[src/rtl/alu_rr_arbiter.sv]
// Round-robin arbiter that shares one combinational ALU among NREQ requesters.
// It runs one IDLE -> EXEC -> RESP round per granted request and returns the id-tagged result.
module alu_rr_arbiter #(
    parameter int NREQ = 4,
    parameter int DW   = 4,
    parameter int IDW  = 2
) (
    input  logic              clk,
    input  logic              rst_n,
    input  logic [NREQ-1:0]   req_valid,
    output logic [NREQ-1:0]   req_ready,
    input  logic [NREQ*DW-1:0] req_a,
    input  logic [NREQ*DW-1:0] req_b,
    input  logic [NREQ*3-1:0] req_op,
    output logic              rsp_valid,
    input  logic              rsp_ready,
    output logic [IDW-1:0]    rsp_id,
    output logic [DW-1:0]     rsp_data,
    output logic              alu_e1,
    output logic              alu_e2_b,
    output logic [DW-1:0]     alu_a,
    output logic [DW-1:0]     alu_b,
    output logic [2:0]        alu_sel,
    input  logic [DW-1:0]     alu_y
);

    typedef enum logic [1:0] {IDLE, EXEC, RESP} state_t;

    state_t         state_q, state_d;
    logic [IDW-1:0] last_q, last_d;
    logic [IDW-1:0] id_q, id_d;
    logic           rsp_valid_q, rsp_valid_d;
    logic [IDW-1:0] rsp_id_q, rsp_id_d;
    logic [DW-1:0]  rsp_data_q, rsp_data_d;
    logic           alu_e1_q, alu_e1_d;
    logic           alu_e2_b_q, alu_e2_b_d;
    logic [DW-1:0]  alu_a_q, alu_a_d;
    logic [DW-1:0]  alu_b_q, alu_b_d;
    logic [2:0]     alu_sel_q, alu_sel_d;

    logic           win_found;
    logic [IDW-1:0] win_idx;
    logic [IDW-1:0] idx;

    // Search starts just after the last winner and wraps, so every valid requester is reached.
    always_comb begin
        win_found = 1'b0;
        win_idx   = '0;
        idx       = '0;
        for (int k = 1; k <= NREQ; k++) begin
            idx = IDW'((int'(last_q) + k) % NREQ);
            if (!win_found && req_valid[idx]) begin
                win_found = 1'b1;
                win_idx   = idx;
            end
        end
    end

    // Grant is only offered in IDLE; gated by rst_n so it reads zero while reset is held.
    assign req_ready = (rst_n && state_q == IDLE && win_found) ?
                       (NREQ'(1) << win_idx) : '0;

    always_comb begin
        state_d     = state_q;
        last_d      = last_q;
        id_d        = id_q;
        rsp_valid_d = rsp_valid_q;
        rsp_id_d    = rsp_id_q;
        rsp_data_d  = rsp_data_q;
        alu_e1_d    = alu_e1_q;
        alu_e2_b_d  = alu_e2_b_q;
        alu_a_d     = alu_a_q;
        alu_b_d     = alu_b_q;
        alu_sel_d   = alu_sel_q;
        case (state_q)
            IDLE: begin
                if (win_found) begin
                    alu_a_d    = req_a[int'(win_idx)*DW +: DW];
                    alu_b_d    = req_b[int'(win_idx)*DW +: DW];
                    alu_sel_d  = req_op[int'(win_idx)*3 +: 3];
                    id_d       = win_idx;
                    last_d     = win_idx;
                    alu_e1_d   = 1'b1;
                    alu_e2_b_d = 1'b0;
                    state_d    = EXEC;
                end
            end
            EXEC: begin
                // Operands stay on the ALU pins; only the enables drop.
                rsp_data_d  = alu_y;
                rsp_id_d    = id_q;
                rsp_valid_d = 1'b1;
                alu_e1_d    = 1'b0;
                alu_e2_b_d  = 1'b1;
                state_d     = RESP;
            end
            RESP: begin
                if (rsp_ready) begin
                    rsp_valid_d = 1'b0;
                    state_d     = IDLE;
                end
            end
            default: state_d = IDLE;
        endcase
    end

    always_ff @(posedge clk or negedge rst_n) begin
        if (!rst_n) begin
            state_q     <= IDLE;
            last_q      <= IDW'(NREQ - 1);
            id_q        <= '0;
            rsp_valid_q <= 1'b0;
            rsp_id_q    <= '0;
            rsp_data_q  <= '0;
            alu_e1_q    <= 1'b0;
            alu_e2_b_q  <= 1'b1;
            alu_a_q     <= '0;
            alu_b_q     <= '0;
            alu_sel_q   <= '0;
        end else begin
            state_q     <= state_d;
            last_q      <= last_d;
            id_q        <= id_d;
            rsp_valid_q <= rsp_valid_d;
            rsp_id_q    <= rsp_id_d;
            rsp_data_q  <= rsp_data_d;
            alu_e1_q    <= alu_e1_d;
            alu_e2_b_q  <= alu_e2_b_d;
            alu_a_q     <= alu_a_d;
            alu_b_q     <= alu_b_d;
            alu_sel_q   <= alu_sel_d;
        end
    end

    assign rsp_valid = rsp_valid_q;
    assign rsp_id    = rsp_id_q;
    assign rsp_data  = rsp_data_q;
    assign alu_e1    = alu_e1_q;
    assign alu_e2_b  = alu_e2_b_q;
    assign alu_a     = alu_a_q;
    assign alu_b     = alu_b_q;
    assign alu_sel   = alu_sel_q;

endmodule

[config.mk]
export PLATFORM = sky130hd
export DESIGN_NAME = alu_rr_arbiter
export DESIGN_NICKNAME = d
export VERILOG_FILES = /design/src/rtl/alu_rr_arbiter.sv
export SDC_FILE = /design/constraint.sdc
export NUM_CORES = 1
export LEC_CHECK = 0
export CORE_MARGIN = 2
export CORE_UTILIZATION = 35
export CTS_BUF_LIST = sky130_fd_sc_hd__clkbuf_4 sky130_fd_sc_hd__clkbuf_8
export DETAILED_ROUTE_END_ITERATION = 16
export PLACE_DENSITY = 0.8
export RECOVER_POWER = 100
export SLEW_MARGIN = 20
export SYNTH_ARGS = -nofsm -noshare
export SYNTH_HDL_FRONTEND = slang
export SYNTH_SLANG_ARGS = --single-unit
export TNS_END_PERCENT = 20
[constraint.sdc]
create_clock -name clk -period 4.4 [get_ports clk]
set_input_delay 0.88 -clock clk [delete_from_list [all_inputs] [get_ports clk]]
set_output_delay 0.88 -clock clk [all_outputs]
set_load 0.01 [all_outputs]
* After elaboration in Yosys (flattened, before gate mapping)
Cells that the tools add are included.
** Cells by class
- Add/sub/neg operators :: 4
- Multipliers :: 1
- Div/mod/pow operators :: 0
- $lt $le $gt $ge :: 4
- Equality and inequality tests :: 4
- Shifts and indexed selects :: 4
- Multiplexer cells :: 26
- Bitwise gates (word level) :: 0
- Reduce and logical (&&, ||, !) cells :: 15
** Operators with widths (number)
- 16-bit by 5-bit indexed part select with 4-bit output :: 2
- 2-bit by 3-bit less-than comparator with 1-bit output, second input constant :: 4
- 2-bit two-way mux :: 6
- 12-bit by 5-bit indexed part select with 3-bit output :: 1
- 1-bit two-way mux :: 11
- 1-bit binary-select mux with 2-bit select :: 4
- 2-bit AND reduction :: 4
- 1-bit one-hot mux with 2 select lines :: 3
- 2-bit one-hot mux with 3 select lines :: 1
- 1-bit logical AND :: 5
- 2-bit by 1-bit adder with 2-bit output, second input constant :: 2
- 2-bit adder, second input constant :: 2
- 2-bit by 2-bit multiplier with 4-bit output, second input constant :: 1
- 4-bit two-way mux :: 1
- 2-bit inequality test, second input constant :: 2
- 2-bit nonzero test :: 2
- 1-bit by 2-bit << shifter with 4-bit output, first input constant :: 1
- 1-bit logical NOT :: 3
- 2-bit by 1-bit == test with 1-bit output, second input constant :: 1
- 2-bit == test, second input constant :: 1
- 2-bit logical NOT :: 1
** Word-level totals
- Bits in registers :: 26
- Bits in latches :: 0
- RAM bits :: 0
- Bits in read-only memories :: 0
- Output and inout port bits :: 24
- Memories :: 0

* Longest topological paths before layout
Gate-level depths: netlist of the first run.
- Depth in word-level cells :: 15
- Depth in mapped cells :: 7

* Worst setup path after synthesis of the first run
No wires, ideal clock.
- Kind :: input port to output port
- From :: input port req_valid[1]
- To :: output port req_ready[3]
- Arrival :: 1829 ps
- Data required time :: 3520 ps
- Path slack :: 1691 ps
- Stages on the path :: 5
- Buffers on the path :: 1
- Cell sequence :: a21o_1 -> a31oi_2 -> buf_2 -> nand3_1 -> nor2b_1
** On the way
- Cells in the longest elaborated chain, start to end :: 14
- Elaborated cells between the ends (all ways) :: 25
- Classes of those cells :: shift (1); mux (17); reduce/logical (7)
** Ends and longest elaborated chain
- from (decl) :: RTL line 10 : input logic [NREQ-1:0] req_valid,
- 1-bit binary-select mux with 2-bit select :: RTL line 52 : if (!win_found && req_valid[idx]) begin
- 1-bit two-way mux (not written as such) :: RTL line 52
- 1-bit two-way mux :: RTL line 52
- 1-bit logical NOT :: RTL line 52
- 1-bit logical AND :: RTL line 52
- 1-bit two-way mux :: RTL line 52
- 1-bit logical NOT :: RTL line 52
- 1-bit logical AND :: RTL line 52
- 1-bit two-way mux :: RTL line 52
- 1-bit logical NOT :: RTL line 52
- 1-bit logical AND :: RTL line 52
- 2-bit two-way mux or 1-bit two-way mux (tied branches) :: RTL line 52
- 1-bit by 2-bit << shifter with 4-bit output or 1-bit logical AND (tied branches) :: RTL line 61, 60
- 4-bit two-way mux (*) :: RTL line 60 : assign req_ready = (rst_n && state_q == IDLE && win_found) ?
- to (decl) :: RTL line 11 : output logic [NREQ-1:0] req_ready,
Mark *: on every way between the ends. The rest lies on a longest branch, timed or not. The select of a mux whose other input is x is not followed.

* Worst setup path in the final report of the first run
- From :: input port req_valid[3]
- To :: output port req_ready[1]
Same word-level chain as after synthesis.

==> impl_metrics.ini, run 1 <==
[logic_synthesis]
ys_seq_area_frac = 0.416
synth_top_area_frac = 0.366
synthSimpleGateAreaFrac = 0.129
synth_fa_ha_area_frac = 0
yosysWarnings = 0
syn_inst = 153
synth-compound-area-share = 0.255
synth_mux_area_frac = 0.113
synth_top_flop_cell = dfrtp_1
synth_top_family_by_area = compound AO/OA/AOI/OAI gates
avgSynthCellArea_um2 = 10.3
syn_area_mm2 = 0.00157
synth_top_area_cell = dfrtp_1
synth-seq-cells = 26
async_flop_share = 1.00
synth_nets = 208
synth_cell_type_count = 30
synth.area.top_cells = dfrtp_1 37%, mux2i_1 7.0%, a211oi_1 6.7%
synth_xor_area_frac = 0
synth_edf_count = 0

[final_layout]
final_cell_mix = 55 x clkdlybuf4s50_1, 25 x nor2_1, 23 x dfrtp_1, 23 x dlygate4sd3_1
final_layout_size_suffix_gt1_frac = 0.127
multi_input_area_um2 = 771
synthToLayoutAreaGrowth_pct = 53.6
final_util = 0.555
antenna_cells = 0
design_area_mm2 = 0.00242
seq_area_um2 = 654
fillers = 404
final_nets = 285
final_common_cell = clkdlybuf4s50_1

[critical_path]
cp_slowest_cell = dlygate4sd3_1
crit_end = req_ready[1]
crit_family = buffers and inverters
crit_path_max_fanout = 16
rrSetupSlack_ns = 1.36
worst-path-stages = 7
reg2reg_to = alu_sel[2]
startpoint_type = primary input
path_cells = dlygate4sd3_1 -> nor4_1 -> or2_0 -> inv_1 -> nand3b_1 -> nor2b_1 -> clkdlybuf4s50_1
crit_buf_inv = 3
criticalPathCategory = primary input to output pin
crit_arrival_ns = 3.07
r2r_cells = 5
rr_startpoint = last_q[1]
critPathLaunch = req_valid[3]
critPathCaptureType = output pin
max_stage_delay_ns = 0.63
crit_required_ns = 3.52

[placed_design]
hpwl_um = 3190
gp_congestion = 0.775
placed_area_mm2 = 0.00238
port_buffers = 78

[floorplan]
pin_count = 79
row_count = 24
dieArea_mm2 = 0.00505
chipHeight_um = 71.0
start_util = 0.361
die_w_um = 71.0
core-area_mm2 = 0.00435

[timing]
min_period_over_period = 0.898
holdWs_ns = 0.482
max_freq_mhz = 253
rsz0062_at_grt = false
setup_tns_ns = 0
finClkSkew_ns = 0.00647
tightestPinTransition_ns = 1.70
layout_min_cycle_time_ns = 3.95
max_slew_margin = -0.139
hold_viol = 0
drv_slew = 13
finalSetupViolCount = 0

[job]
max_cap_violations = 1

[routing]
drc = 0
num_vias = 1483
totalWireLength_um = 4070
wl_per_cell_um = 14.5
initialDrtViolationCount = 41
dr.pass1.iters = 4
viasPerCell = 5.28
drtAntennaViolNets = 0

[global_route]
antenna_found_initial = 0
grt_pass1_vias = 1502
grt_pass1_wl_um = 6670
grt_usage = 0.165
grt_max_degree = 22
grt_overflow = 0

[clock_network]
htreeDepth = 1
holdBufCountCts = 0
cts_setup_buffers = 0
path_clk_slew_ns = 0.08
clk_path_buf_depth = 2
post_cts_resized = 0
clk_latency_ns = 0.27
cts-root-buf = clkbuf_8
cts.sink_count = 26
cts_tree = yes
numCtsBuffers = 3

[run_status]
outcome = complete, but fails checks
violations = max-capacitance violations, max-slew violations

[power]
power_density_mw_per_mm2 = 574
leakage_nw = 0.974
peakVddDrop_mv = 0.276
finalPower_mw = 1.39

[worst_hold_path]
min_path_type = register to register
sequential cells by signal, indices dropped and copies added (netlist names):
register,count
last_q,2
alu_e2_b,1
alu_a,4
rsp_id,2
state_q,2
alu_e1,1
rsp_data,4
rsp_valid,1
alu_b,4
id_q,2
alu_sel,3
worst reg2reg max path, stage by stage (launching register included):
cell      delay [ns]
dfstp_2         0.60
nand3b_1        0.10
a31oi_1         0.30
buf_4           0.29
nor3b_1         1.36
a211oi_1        0.19
area by class of cell:
cell class / instances / share of cell area
multi-input combinational: 101 / 0.319
tap: 52 / 0.0269
inverter: 14 / 0.0218
timing repair buffer: 84 / 0.339
sequential: 26 / 0.271
clock buffer: 4 / 0.0228
worst min path at each step:
stage,startpoint,end,slack (ns),cells past startpoint
after global routing,id_q[1],id_q[1],0.50,1
after detailed placement,id_q[1],id_q[1],0.47,1
after global placement,id_q[1],id_q[1],0.46,1
after floorplan,id_q[1],id_q[1],0.44,1
final,id_q[1],id_q[1],0.48,1
after CTS,id_q[1],id_q[1],0.49,1
power by group:
part	switching, mW	internal, mW	leakage (nW)
registers	0.0742	0.374	0.293
logic	0.392	0.394	0.652
clock network	0.0718	0.0799	0.0288
logic make-up (layout without fill, tap and decap cells):
family	Yosys count	in the layout
buffers and inverters	26	102
AOI/OAI and AO/OA	43	43
DFF	26	26
and+or+nand+nor	41	41
muxes	17	17
synthesized netlist by cell type, types with 2 or more instances:
cell type / count
o21ai_0: 2
mux2i_1: 11
mux2_2: 6
buf_2: 6
dfstp_2: 3
buf_6: 2
a211oi_2: 6
nor2b_1: 4
clkbuf_1: 3
a2111oi_0: 5
dfrtp_1: 23
or2_1: 2
nand2b_1: 2
a211oi_1: 14
nor2_1: 25
a2111oi_2: 6
nor3_1: 2
a21o_1: 6
nand3b_1: 2
inv_1: 13
per-stage QoR:
stage | worst slack [ns] | cells
3_5_place_dp | 0.680 | 277
6_report | 0.447 | 281
5_1_grt | 0.294 | 281
2_1_floorplan | 1.69 | 153
4_1_cts | 0.682 | 281
3_3_place_gp | 0.716 | 277
layer usage:
layer,share of wire,GRT usage,vias up
li1,-,-,713
met1,0.42,0.197,713
met2,0.51,0.304,51
met3,0.054,0.0413,6
met4,0.013,0.0252,0
met5,0,0,-
Note: power is estimated with default switching activity, not from simulation.
==> inputs of run 2 (changes only) <==
--- a/config.mk
+++ b/config.mk
@@ -10,7 +10,7 @@
 export CTS_BUF_LIST = sky130_fd_sc_hd__clkbuf_4 sky130_fd_sc_hd__clkbuf_8
 export DETAILED_ROUTE_END_ITERATION = 16
 export PLACE_DENSITY = 0.8
-export RECOVER_POWER = 100
+export RECOVER_POWER = 50
 export SLEW_MARGIN = 20
 export SYNTH_ARGS = -nofsm -noshare
 export SYNTH_HDL_FRONTEND = slang
==> constraint.sdc (replaced) <==
create_clock -name clk -period 4.4 [get_ports clk]
set_input_delay 0.44 -clock clk [delete_from_list [all_inputs] [get_ports clk]]
set_output_delay 0.44 -clock clk [all_outputs]
set_load 0.01 [all_outputs]
==> run 2 against run 1 <==
The run now ends clean. Worst setup slack better by 0.56 ns. Routed wire length is 3.3% lower. Critical endpoint is now req_ready[2]. Combinational power grew 2%. Clock skew is 0.00085 ns lower. Largest power group unchanged. Register-to-register slack better by 0.51 ns. Non-clock buffer count down 1. Clock power is 30% higher.
==> impl_metrics.ini, run 2 (synthesis results as in run 1) <==
[global_route]
grt_overflow = 0
antenna_found_initial = 0
grt_pass1_wl_um = 6800
grt_usage = 0.168
grt_pass1_vias = 1443
grt_max_degree = 29

[floorplan]
dieArea_mm2 = 0.00505
core-area_mm2 = 0.00435
chipHeight_um = 71.0
pin_count = 79
die_w_um = 71.0
start_util = 0.361
row_count = 24

[critical_path]
crit_family = buffers and inverters
path_cells = dlygate4sd3_1 -> clkbuf_1 -> nand3_1 -> nor2_1 -> clkdlybuf4s50_1
critPathLaunch = rst_n
crit_arrival_ns = 2.96
startpoint_type = primary input
crit_end = req_ready[2]
critPathCaptureType = output pin
crit_buf_inv = 3
r2r_cells = 6
cp_slowest_cell = clkbuf_1
worst-path-stages = 5
criticalPathCategory = primary input to output pin
max_stage_delay_ns = 1.06
crit_required_ns = 3.96
rr_startpoint = last_q[1]
crit_path_max_fanout = 28
reg2reg_to = alu_a[1]
rrSetupSlack_ns = 1.87

[clock_network]
numCtsBuffers = 3
post_cts_resized = 0
cts_tree = yes
clk_path_buf_depth = 2
clk_latency_ns = 0.27
cts_setup_buffers = 0
path_clk_slew_ns = 0.09
cts.sink_count = 26
holdBufCountCts = 0
htreeDepth = 1
cts-root-buf = clkbuf_8

[timing]
setup_tns_ns = 0
hold_viol = 0
max_freq_mhz = 294
rsz0062_at_grt = false
finClkSkew_ns = 0.00562
min_period_over_period = 0.772
max_slew_margin = 0.0297
tightestPinTransition_ns = 1.46
finalSetupViolCount = 0
layout_min_cycle_time_ns = 3.40
drv_slew = 0

[final_layout]
seq_area_um2 = 654
final_nets = 284
final_cell_mix = 66 x clkdlybuf4s50_1, 25 x nor2_1, 23 x dfrtp_1
multi_input_area_um2 = 782
final_common_cell = clkdlybuf4s50_1
antenna_cells = 0
fillers = 385
final_layout_size_suffix_gt1_frac = 0.140
final_util = 0.560
synthToLayoutAreaGrowth_pct = 55.1

[power]
power_density_mw_per_mm2 = 596
peakVddDrop_mv = 0.264
leakage_nw = 0.986

[placed_design]
gp_congestion = 0.818
port_buffers = 78
hpwl_um = 3090

[routing]
num_vias = 1427
totalWireLength_um = 3940
drc = 0
initialDrtViolationCount = 64
drtAntennaViolNets = 0
viasPerCell = 5.10
wl_per_cell_um = 14.1
dr.pass1.iters = 4

[worst_hold_path]
min_path_type = register to register

[job]
max_cap_violations = 0

[run_status]
outcome = finished, final reports clean
run 2: cell types whose count changed in the layout (fill, tap and decap cells not counted), sizes merged:
cell,previous run,this run
clkdlybuf4s50,55,66
dlygate4sd3,23,12
clkbuf,6,4
bufinv,0,1
run 2: per-stage QoR:
step | setup slack, ns | std cells | area (µm²) | power [mW] | hold slack [ns]
after floorplan | 2.46 | 153 | 1570 | 0.970 | 0.144
after global placement | 1.26 | 276 | 2370 | 1.27 | 0.461
after detailed placement | 1.27 | 276 | 2370 | 1.29 | 0.468
after CTS | 1.27 | 280 | 2440 | 1.49 | 0.489
after global routing | 0.629 | 280 | 2440 | 1.57 | 0.518
final | 1.00 | 280 | 2440 | 1.45 | 0.482
run 2: worst min-delay path by stage:
stage                     startpoint       end  slack, ns  cells past startpoint
after CTS                    id_q[1]   id_q[1]       0.49                      1
after detailed placement     id_q[1]   id_q[1]       0.47                      1
after global placement       id_q[1]   id_q[1]       0.46                      1
after floorplan                rst_n  alu_a[0]       0.14                      0
final                        id_q[1]   id_q[1]       0.48                      1
after global routing         id_q[1]   id_q[1]       0.52                      1
run 2: cell type report:
type	instances	share of cell area
inverter	14	0.0215
sequential	26	0.268
tap	52	0.0267
multi-input combinational	101	0.321
clock buffer	3	0.0169
timing repair buffer	83	0.334
clock inverter	1	0.0123
run 2: worst register-to-register path, stage by stage (launching register included):
cell and delay (ns):
dfstp_2 0.60, mux2i_1 0.09, o22ai_1 0.64, a21o_1 0.26, buf_4 0.36, mux2i_1 0.32
a211oi_2 0.10
run 2: layer usage:
layer  track usage  part of all wire
met1         0.210              0.42
met5             0                 0
met4        0.0252            0.0020
met3        0.0499             0.067
met2         0.295              0.51
run 2: power by group:
group          total, mW  switching, mW  internal, mW
Combinational      0.803          0.387         0.416
Clock              0.197         0.0754         0.122
Sequential         0.454         0.0803         0.374
